**config.mk**
```make
export PLATFORM = sky130hd
export DESIGN_NAME = jesd204b_rx_deframer
export DESIGN_NICKNAME = d
export VERILOG_FILES = /design/src/rtl/jesd204b_rx_pkg.sv /design/src/rtl/jesd204b_rx_frame_unpack.sv /design/src/rtl/jesd204b_rx_deframer.sv
export SDC_FILE = /design/constraint.sdc
export NUM_CORES = 1
export LEC_CHECK = 0
export BUFFER_PORTS_ARGS = -buffer_cell sky130_fd_sc_hd__buf_4
export CAP_MARGIN = 20
export CORE_ASPECT_RATIO = 0.8
export CORE_MARGIN = 4
export CORE_UTILIZATION = 40
export DETAILED_ROUTE_END_ITERATION = 8
export GPL_ROUTABILITY_DRIVEN = 0
export PLACE_DENSITY = 0.69
export SLEW_MARGIN = 20
export SYNTH_ARGS = -nofsm -noshare
export SYNTH_HDL_FRONTEND = slang
export SYNTH_SLANG_ARGS = --single-unit
```
**constraint.sdc**
```tcl
create_clock -name clk_i -period 1.5 [get_ports clk_i]
set_input_delay 0.3 -clock clk_i [delete_from_list [all_inputs] [get_ports clk_i]]
set_output_delay 0.3 -clock clk_i [all_outputs]
set_load 0.05 [all_outputs]
```
**src/rtl/jesd204b_rx_pkg.sv**
```systemverilog
// Shared constants and helpers for the JESD204B receive transport layer.
// Each slot is an N'=16-bit word split MSB-first into data, control and tail.
package jesd204b_rx_pkg;

  localparam int N_PRIME = 16;

  function automatic int frame_octets(input int m, input int s);
    return 2 * m * s;
  endfunction

  function automatic int frame_beats(input int f, input int po);
    return f / po;
  endfunction

  function automatic logic [15:0] slot_data(input logic [15:0] w, input int n);
    return w >> (N_PRIME - n);
  endfunction

  function automatic logic [15:0] slot_ctrl(input logic [15:0] w, input int n, input int cs);
    logic [15:0] mask;
    mask = (16'd1 << cs) - 16'd1;
    return (w >> (N_PRIME - n - cs)) & mask;
  endfunction

  // Tail mask collapses to zero when N+CS fills the whole word.
  function automatic logic [15:0] slot_tail(input logic [15:0] w, input int n, input int cs);
    return w & ((16'd1 << (N_PRIME - n - cs)) - 16'd1);
  endfunction

endpackage

```
**src/rtl/jesd204b_rx_frame_unpack.sv**
```systemverilog
// Combinational slicer: assembled frame octets to per-slot samples, control bits
// and an any-tail-nonzero flag. Octet 0 sits in the least significant byte.
module jesd204b_rx_frame_unpack
  import jesd204b_rx_pkg::*;
#(
  parameter int NUM_CONVERTERS    = 2,
  parameter int SAMPLES_PER_FRAME = 1,
  parameter int CONV_RESOLUTION   = 14,
  parameter int CONTROL_BITS      = 2,
  localparam int F     = 2 * NUM_CONVERTERS * SAMPLES_PER_FRAME,
  localparam int SLOTS = NUM_CONVERTERS * SAMPLES_PER_FRAME,
  localparam int CSW   = (CONTROL_BITS > 0) ? CONTROL_BITS : 1
) (
  input  logic [F*8-1:0]               frame,
  output logic [SLOTS*CONV_RESOLUTION-1:0] sample,
  output logic [SLOTS*CSW-1:0]         ctrl,
  output logic                         tail_nz
);

  logic [SLOTS-1:0] tail_bits;

  for (genvar gi = 0; gi < SLOTS; gi++) begin : g_slot
    logic [15:0] word;
    assign word = {frame[2*gi*8 +: 8], frame[(2*gi+1)*8 +: 8]};
    assign sample[gi*CONV_RESOLUTION +: CONV_RESOLUTION] =
      CONV_RESOLUTION'(slot_data(word, CONV_RESOLUTION));
    if (CONTROL_BITS > 0) begin : g_cs
      assign ctrl[gi*CSW +: CSW] = CSW'(slot_ctrl(word, CONV_RESOLUTION, CONTROL_BITS));
    end else begin : g_no_cs
      assign ctrl[gi*CSW +: CSW] = '0;
    end
    assign tail_bits[gi] = |slot_tail(word, CONV_RESOLUTION, CONTROL_BITS);
  end

  assign tail_nz = |tail_bits;

endmodule

```
**src/rtl/jesd204b_rx_deframer.sv**
```systemverilog
// Single-lane JESD204B transport deframer: assembles F-octet frames from
// PARALLEL_OCTETS-wide beats, unpacks them and tracks multiframe position.
module jesd204b_rx_deframer
  import jesd204b_rx_pkg::*;
#(
  parameter int PARALLEL_OCTETS       = 4,
  parameter int DATA_WIDTH            = 32,
  parameter int NUM_CONVERTERS        = 2,
  parameter int SAMPLES_PER_FRAME     = 1,
  parameter int CONV_RESOLUTION       = 14,
  parameter int CONTROL_BITS          = 2,
  parameter int FRAMES_PER_MULTIFRAME = 32,
  localparam int SLOTS = NUM_CONVERTERS * SAMPLES_PER_FRAME,
  localparam int CSW   = (CONTROL_BITS > 0) ? CONTROL_BITS : 1,
  localparam int CNT_W = (FRAMES_PER_MULTIFRAME > 1) ? $clog2(FRAMES_PER_MULTIFRAME) : 1
) (
  input  logic                             clk_i,
  input  logic                             rst_i,
  input  logic [DATA_WIDTH-1:0]            lane_data_i,
  input  logic                             lane_valid_i,
  input  logic                             err_clr_i,
  output logic [SLOTS*CONV_RESOLUTION-1:0] sample_o,
  output logic [SLOTS*CSW-1:0]             ctrl_o,
  output logic                             frame_valid_o,
  output logic                             mf_start_o,
  output logic [CNT_W-1:0]                 frame_cnt_o,
  output logic                             tail_err_o,
  output logic                             drop_err_o
);

  localparam int F      = frame_octets(NUM_CONVERTERS, SAMPLES_PER_FRAME);
  localparam int BEATS  = frame_beats(F, PARALLEL_OCTETS);
  localparam int BEAT_W = (BEATS > 1) ? $clog2(BEATS) : 1;

  if (F % PARALLEL_OCTETS != 0) begin : g_bad_f
    $error("frame size must be a multiple of PARALLEL_OCTETS");
  end
  if (CONV_RESOLUTION + CONTROL_BITS > N_PRIME) begin : g_bad_n
    $error("N + CS must not exceed 16");
  end
  if (DATA_WIDTH != 8 * PARALLEL_OCTETS) begin : g_bad_w
    $error("DATA_WIDTH must equal 8*PARALLEL_OCTETS");
  end

  logic [BEAT_W-1:0]            beat_cnt_reg;
  logic [CNT_W-1:0]             frame_cnt_reg;
  logic [F*8-1:0]               frame_reg;
  logic [F*8-1:0]               frame_next;
  logic [SLOTS*CONV_RESOLUTION-1:0] unpack_sample;
  logic [SLOTS*CSW-1:0]         unpack_ctrl;
  logic                         unpack_tail_nz;
  logic                         frame_done;
  logic                         tail_set;
  logic                         drop_set;

  // The incoming beat is merged combinationally so the frame unpacks on its last beat.
  for (genvar gi = 0; gi < BEATS; gi++) begin : g_beat
    assign frame_next[gi*DATA_WIDTH +: DATA_WIDTH] =
      (beat_cnt_reg == BEAT_W'(gi)) ? lane_data_i : frame_reg[gi*DATA_WIDTH +: DATA_WIDTH];
  end

  jesd204b_rx_frame_unpack #(
    .NUM_CONVERTERS    (NUM_CONVERTERS),
    .SAMPLES_PER_FRAME (SAMPLES_PER_FRAME),
    .CONV_RESOLUTION   (CONV_RESOLUTION),
    .CONTROL_BITS      (CONTROL_BITS)
  ) u_unpack (
    .frame   (frame_next),
    .sample  (unpack_sample),
    .ctrl    (unpack_ctrl),
    .tail_nz (unpack_tail_nz)
  );

  assign frame_done = lane_valid_i && (beat_cnt_reg == BEAT_W'(BEATS - 1));
  assign tail_set   = frame_done && unpack_tail_nz;
  assign drop_set   = !lane_valid_i && (beat_cnt_reg != '0);

  always_ff @(posedge clk_i) begin
    if (rst_i) begin
      beat_cnt_reg  <= '0;
      frame_cnt_reg <= '0;
      frame_reg     <= '0;
      sample_o      <= '0;
      ctrl_o        <= '0;
      frame_valid_o <= 1'b0;
      mf_start_o    <= 1'b0;
      frame_cnt_o   <= '0;
      tail_err_o    <= 1'b0;
      drop_err_o    <= 1'b0;
    end else begin
      frame_valid_o <= frame_done;
      mf_start_o    <= frame_done && (frame_cnt_reg == '0);
      if (lane_valid_i) begin
        frame_reg    <= frame_next;
        beat_cnt_reg <= frame_done ? '0 : beat_cnt_reg + 1'b1;
        if (frame_done) begin
          frame_cnt_reg <= (frame_cnt_reg == CNT_W'(FRAMES_PER_MULTIFRAME - 1)) ?
                           '0 : frame_cnt_reg + 1'b1;
          sample_o      <= unpack_sample;
          ctrl_o        <= unpack_ctrl;
          frame_cnt_o   <= frame_cnt_reg;
        end
      end else begin
        // Link dropped: next valid beat restarts at octet 0 of a multiframe.
        beat_cnt_reg  <= '0;
        frame_cnt_reg <= '0;
      end
      tail_err_o <= tail_set || (tail_err_o && !err_clr_i);
      drop_err_o <= drop_set || (drop_err_o && !err_clr_i);
    end
  end

endmodule

```
== Word level (Yosys, flattened, before mapping) ==
Index checks and enable logic that the tools add are counted.
Operators by class
  add/sub/neg operators: 2
  eq/ne operators: 1
  multiplexer cells: 2
  bitwise gates (word level): 2
  reduce and logical (&&, ||, !) cells: 12
Operators with widths (number)
  32-bit 2-to-1 mux: 1
  5-bit by 1-bit adder with 5-bit output, second input constant: 1
  5-bit == test, second input constant: 1
  1-bit logical AND: 5
  5-bit zero test: 1
  5-bit 2-to-1 mux: 1
  3-bit OR reduction: 1
  1-bit zero test: 2
  1-bit inverter: 2
  2-bit AND reduction: 1
  2-bit OR reduction: 1
  1-bit adder, second input constant: 1
  1-bit logical OR: 1
Word-level totals
  register bits: 79
  input bits: 36

== Depth between registers and ports, before layout ==
  depth in word-level cells: 3
  gate-level depth with buffers: 6
  mapped depth without buffers: 6

== Cells and area by module ==
A second synthesis with hierarchy kept.
Second synthesis, totals
  cells, all modules: 416
  area total of the unflattened synthesis: 3454.6 um^2
By module, submodules not included
  jesd204b_rx_deframer: instances 1, cells an instance 382, area an instance 3203.1 um^2
  jesd204b_rx_frame_unpack: instances 1, cells an instance 34, area an instance 251.5 um^2

== Worst setup path after synthesis ==
No wires, ideal clock.
  path kind: flip-flop to flip-flop
  start point: register frame_cnt_reg[0]
  end point: register frame_cnt_reg[2]
  library setup time: 70 ps
  data arrival time: 1563 ps
  slack: -133 ps
  cell stages (with the launch flop): 6
  buffers on the path: 0
  period minus slack after synthesis: 1633 ps
  cells stage by stage: dfxtp_1 ha_1 and3_1 ha_1 or4b_1 a21oi_1
On the way
  cells in the longest elaborated chain, start to end: 2
Ends and longest elaborated chain
  start, declared: RTL line jesd204b_rx_deframer.sv:46  | logic [CNT_W-1:0] frame_cnt_reg;
  start signal, assigned: RTL line jesd204b_rx_deframer.sv:97  | frame_cnt_reg <= (frame_cnt_reg == CNT_W'(FRAMES_PER_MULTIFRAME - 1)) ?
  5-bit by 1-bit adder with 5-bit output / 5-bit == test (equally long branches): RTL line jesd204b_rx_deframer.sv:98, jesd204b_rx_deframer.sv:97
  5-bit 2-to-1 mux *: RTL line jesd204b_rx_deframer.sv:97
Mark *: on every way between the ends. The rest lies on a longest branch, timed or not.
A chain may end at the register's enable or synchronous reset.

== Worst setup path after layout ==
Same ends and word-level chain as after synthesis.

==> impl_summary.txt <==
----------------------------------------------------
[Critical path]
  Capturing point of the worst reg2reg path ... frame_cnt_reg[2]
  Endpoint type of the worst setup path ... register
  Register-to-Register Path Depth ... 5
  Worst path required time ... 1.73 ns
  Critical Path Source Type ... register
  Signal arrival time at the worst endpoint ... about 1.7 ns
  Worst-path maximum fanout ... 2
  FF-to-FF Start ... frame_cnt_reg[0]
  Type of the worst setup path ... register to register
  Worst reg2reg setup slack ... 0.002 ns

[Timing]
  Setup repair after global routing missed its margin ... yes
  Clock skew after layout ... slightly below 0.006 ns
  Fmax ... about 0.67 GHz
  Min cycle time layout ... between 1 and 1.5 ns
  Count of final setup violators ... 0
  Final-layout setup total negative slack ... 0 ns
  Share of the clock period used by the worst path after layout ... 99.9%
  Setup ws final ... 0.00201 ns
  Pins Over Slew Limit ... 0
  Final number of hold-violating endpoints ... 0
  Post-Route Hold Slack ... between 0.15 and 0.2 ns

[Synth]
  Mux share of post-synthesis cell area ... under 10%
  Dominant combinational cell family by area after synthesis ... simple AND/OR/NAND/NOR gates
  Post-Synth Simple-Gate Area ... around 22%
  Synth Area in Compound Gates ... between 10% and 20%
  Share of the synthesized area in the top cell type ... a little over half
  Syn Inst Count ... around 210
  Number of warnings printed during yosys synthesis ... 0
  Number of synthesized register bits ... between 40 and 50
  Sequential share of the synthesized area ... 54.7%
  XOR/XNOR Fraction of Synth Area ... 0%
  Net count after synthesis ... 247
  Number of unique standard cell types used by synthesis ... 23
  Mean instance size in the synthesized netlist ... 8.27 um^2
  Area share of fa/ha/maj cells after synthesis ... around 2.2%
  Mapped cell area ... about 1700 um^2
  Leading area contributor after synthesis ... sky130_fd_sc_hd__dfxtp_1
  Synth area leaders ... sky130_fd_sc_hd__dfxtp_1, sky130_fd_sc_hd__nand2_1, sky130_fd_sc_hd__a21oi_1

[Global route]
  Initial antenna violation count ... 0
  Total congestion overflow ... 0
  Largest net degree at the start of global routing ... 34
  Gr usage total ... 15.2%
  Vias in the first global route ... between 1000 and 1500
  Global-route wire length before repair ... approximately 6200 um

[Placement]
  Number of I/O port buffers ... 76
  Placed instance count ... 332
  Worst-case setup slack after placement ... ~0.0054 ns
  Placement-stage cell area ... ~2400 um^2
  Placed wire-length estimate ... slightly below 3000 um

[Die]
  Die height ... roughly 67 um
  Cell row count ... 21
  Die area ... between 5000 and 6000 um^2
  Core Box Area ... ~4200 um^2
  I/O pin cnt ... 77
  Chip width ... 81.3 um
  Starting density of the core ... about two fifths

[Route]
  First-pass iteration count of the detailed router ... 6
  Number of nets with antenna violations after routing ... 0
  DRC violations left ... 0
  First-iteration detailed-routing DRC count ... 54
  Routed wire length ... 4110 um
  Detailed-route via count ... 1565
  Average via count per standard cell ... ~4.6
  Average routed wire per standard cell ... 12.0 um

[Final layout]
  Final non-filler cell area ... 2480 um^2
  Final Net Count ... approximately 320
  Non-Filler Instances ... around 340
  Post-route core utilization ... 59.4%
  Max FFs per register ... 28
  Area Growth Syn to Fin ... 44.2%
  Ant diodes ... 0
  Layout cells sized above 1 ... between 30% and 40%

[Worst hold path]
  Hold wc startpoint ... err_clr_i
  Worst hold stages ... 2
  Worst hold path endpoint ... tail_err_o
  Path type of the worst min-delay path ... input pin to register

[Status]
  Result of the run ... complete, no violations

[Clocking]
  Clock input transition at the sequential cells of the worst setup and hold paths ... roughly 0.080 ns
  Hold buffer count at cts ... 0
  Number of buffers on the longest clock path ... 2
  TritonCTS clock tree ... yes
  Clock Latency Late Sink ... between 0.2 and 0.3 ns
  Number of levels the H-tree was split into ... 2
  Count of clock tree sinks ... 47
  Number of buffers created by CTS ... 5
  CTS root buf ... sky130_fd_sc_hd__clkbuf_8

[Power and ir drop]
  Power Total ... 2.47 mW
  Maximum vdd ir drop ... about 0.56 mV
  Leak pwr ... between 1 and 1.5 nW
  Power density over the cells ... 994 nW/um^2

[Run]
  Max-cap viol count ... 0

----------------------------------------------------
-- report_power, final --
part	leakage [nW]	internal, mW	switching [mW]
combinational	0.646	0.163	0.273
sequential	0.385	1.29	0.0231
clock	0.0422	0.328	0.387
total	1.07	1.78	0.682
-- cell families after synthesis --
kind of cell,Yosys count
compound gates,44
other cells,1
simple gates,92
buf+inv,19
mux,2
flops,47
fa+ha+maj,3
-- final cells by class --
class | count | area, um^2
Clock inverter | 1 | 5.00
Tap cell | 57 | 71.3
Clock buffer | 7 | 76.3
Timing Repair Buffer | 85 | 663
Sequential cell | 47 | 946
Fill cell | 400 | 1700
Multi-Input combinational cell | 142 | 712
Inverter | 2 | 7.51
-- layout by cell type (no fill, tap or decap), types with 4 or more instances in the layout --
| cell | instances |
|---|---|
| sky130_fd_sc_hd__a21oi_1 | 40 |
| sky130_fd_sc_hd__clkbuf_8 | 5 |
| sky130_fd_sc_hd__buf_4 | 83 |
| sky130_fd_sc_hd__dfxtp_1 | 45 |
| sky130_fd_sc_hd__nand2_1 | 74 |
| sky130_fd_sc_hd__nand2b_1 | 4 |
| sky130_fd_sc_hd__nor2_1 | 5 |
-- cell usage after synthesis --
master,n
sky130_fd_sc_hd__dfxtp_1,47
sky130_fd_sc_hd__and4b_1,1
sky130_fd_sc_hd__nor2b_1,1
sky130_fd_sc_hd__or4b_1,1
sky130_fd_sc_hd__buf_6,4
sky130_fd_sc_hd__nand2b_1,4
sky130_fd_sc_hd__nand4_1,1
sky130_fd_sc_hd__ha_1,3
sky130_fd_sc_hd__and3_1,1
sky130_fd_sc_hd__mux2i_1,2
sky130_fd_sc_hd__buf_4,1
sky130_fd_sc_hd__nor2_2,1
sky130_fd_sc_hd__a31oi_1,1
sky130_fd_sc_hd__conb_1,1
sky130_fd_sc_hd__nand2_1,74
sky130_fd_sc_hd__clkbuf_1,6
sky130_fd_sc_hd__a21oi_1,41
sky130_fd_sc_hd__inv_1,2
sky130_fd_sc_hd__nor3_1,2
sky130_fd_sc_hd__o21ai_0,2
sky130_fd_sc_hd__nor2_1,5
sky130_fd_sc_hd__nor3b_1,1
sky130_fd_sc_hd__buf_2,6
-- layer usage --
| layer | global-route usage (%) | wire (um) |
|---|---|---|
| met2 | 23.4 | 1800 |
| met1 | 18.6 | 1860 |
| met4 | 5.49 | 36 |
| met3 | 6.76 | 408 |
| met5 | 0 | 0 |
-- how the worst max path moves through the flow --
stage	from	end	cells past startpoint
finish	frame_cnt_reg[0]	frame_cnt_reg[2]	5
global route	frame_cnt_reg[0]	frame_cnt_reg[2]	5
CTS	frame_cnt_reg[0]	frame_cnt_reg[2]	5
detailed placement	frame_cnt_reg[0]	frame_cnt_reg[2]	5
global placement	frame_cnt_reg[0]	frame_cnt_reg[2]	5
floorplan	frame_cnt_reg[0]	frame_cnt_reg[2]	5
-- worst max-delay path: stages (launching register included) --
cell,delay [ns]
sky130_fd_sc_hd__dfxtp_4,0.36
sky130_fd_sc_hd__ha_4,0.15
sky130_fd_sc_hd__and3_4,0.18
sky130_fd_sc_hd__ha_4,0.15
sky130_fd_sc_hd__or4b_4,0.48
sky130_fd_sc_hd__a21oi_2,0.13
-- what timing repair did --
item | in CTS | in global routing
gates cloned | 0 | 0
setup endpoints to repair | 1 | 2
setup buffers | 0 | 1
gates resized for setup | 1 | 4
pin swaps | 0 | 2
(Power assumes the default switching activity.)
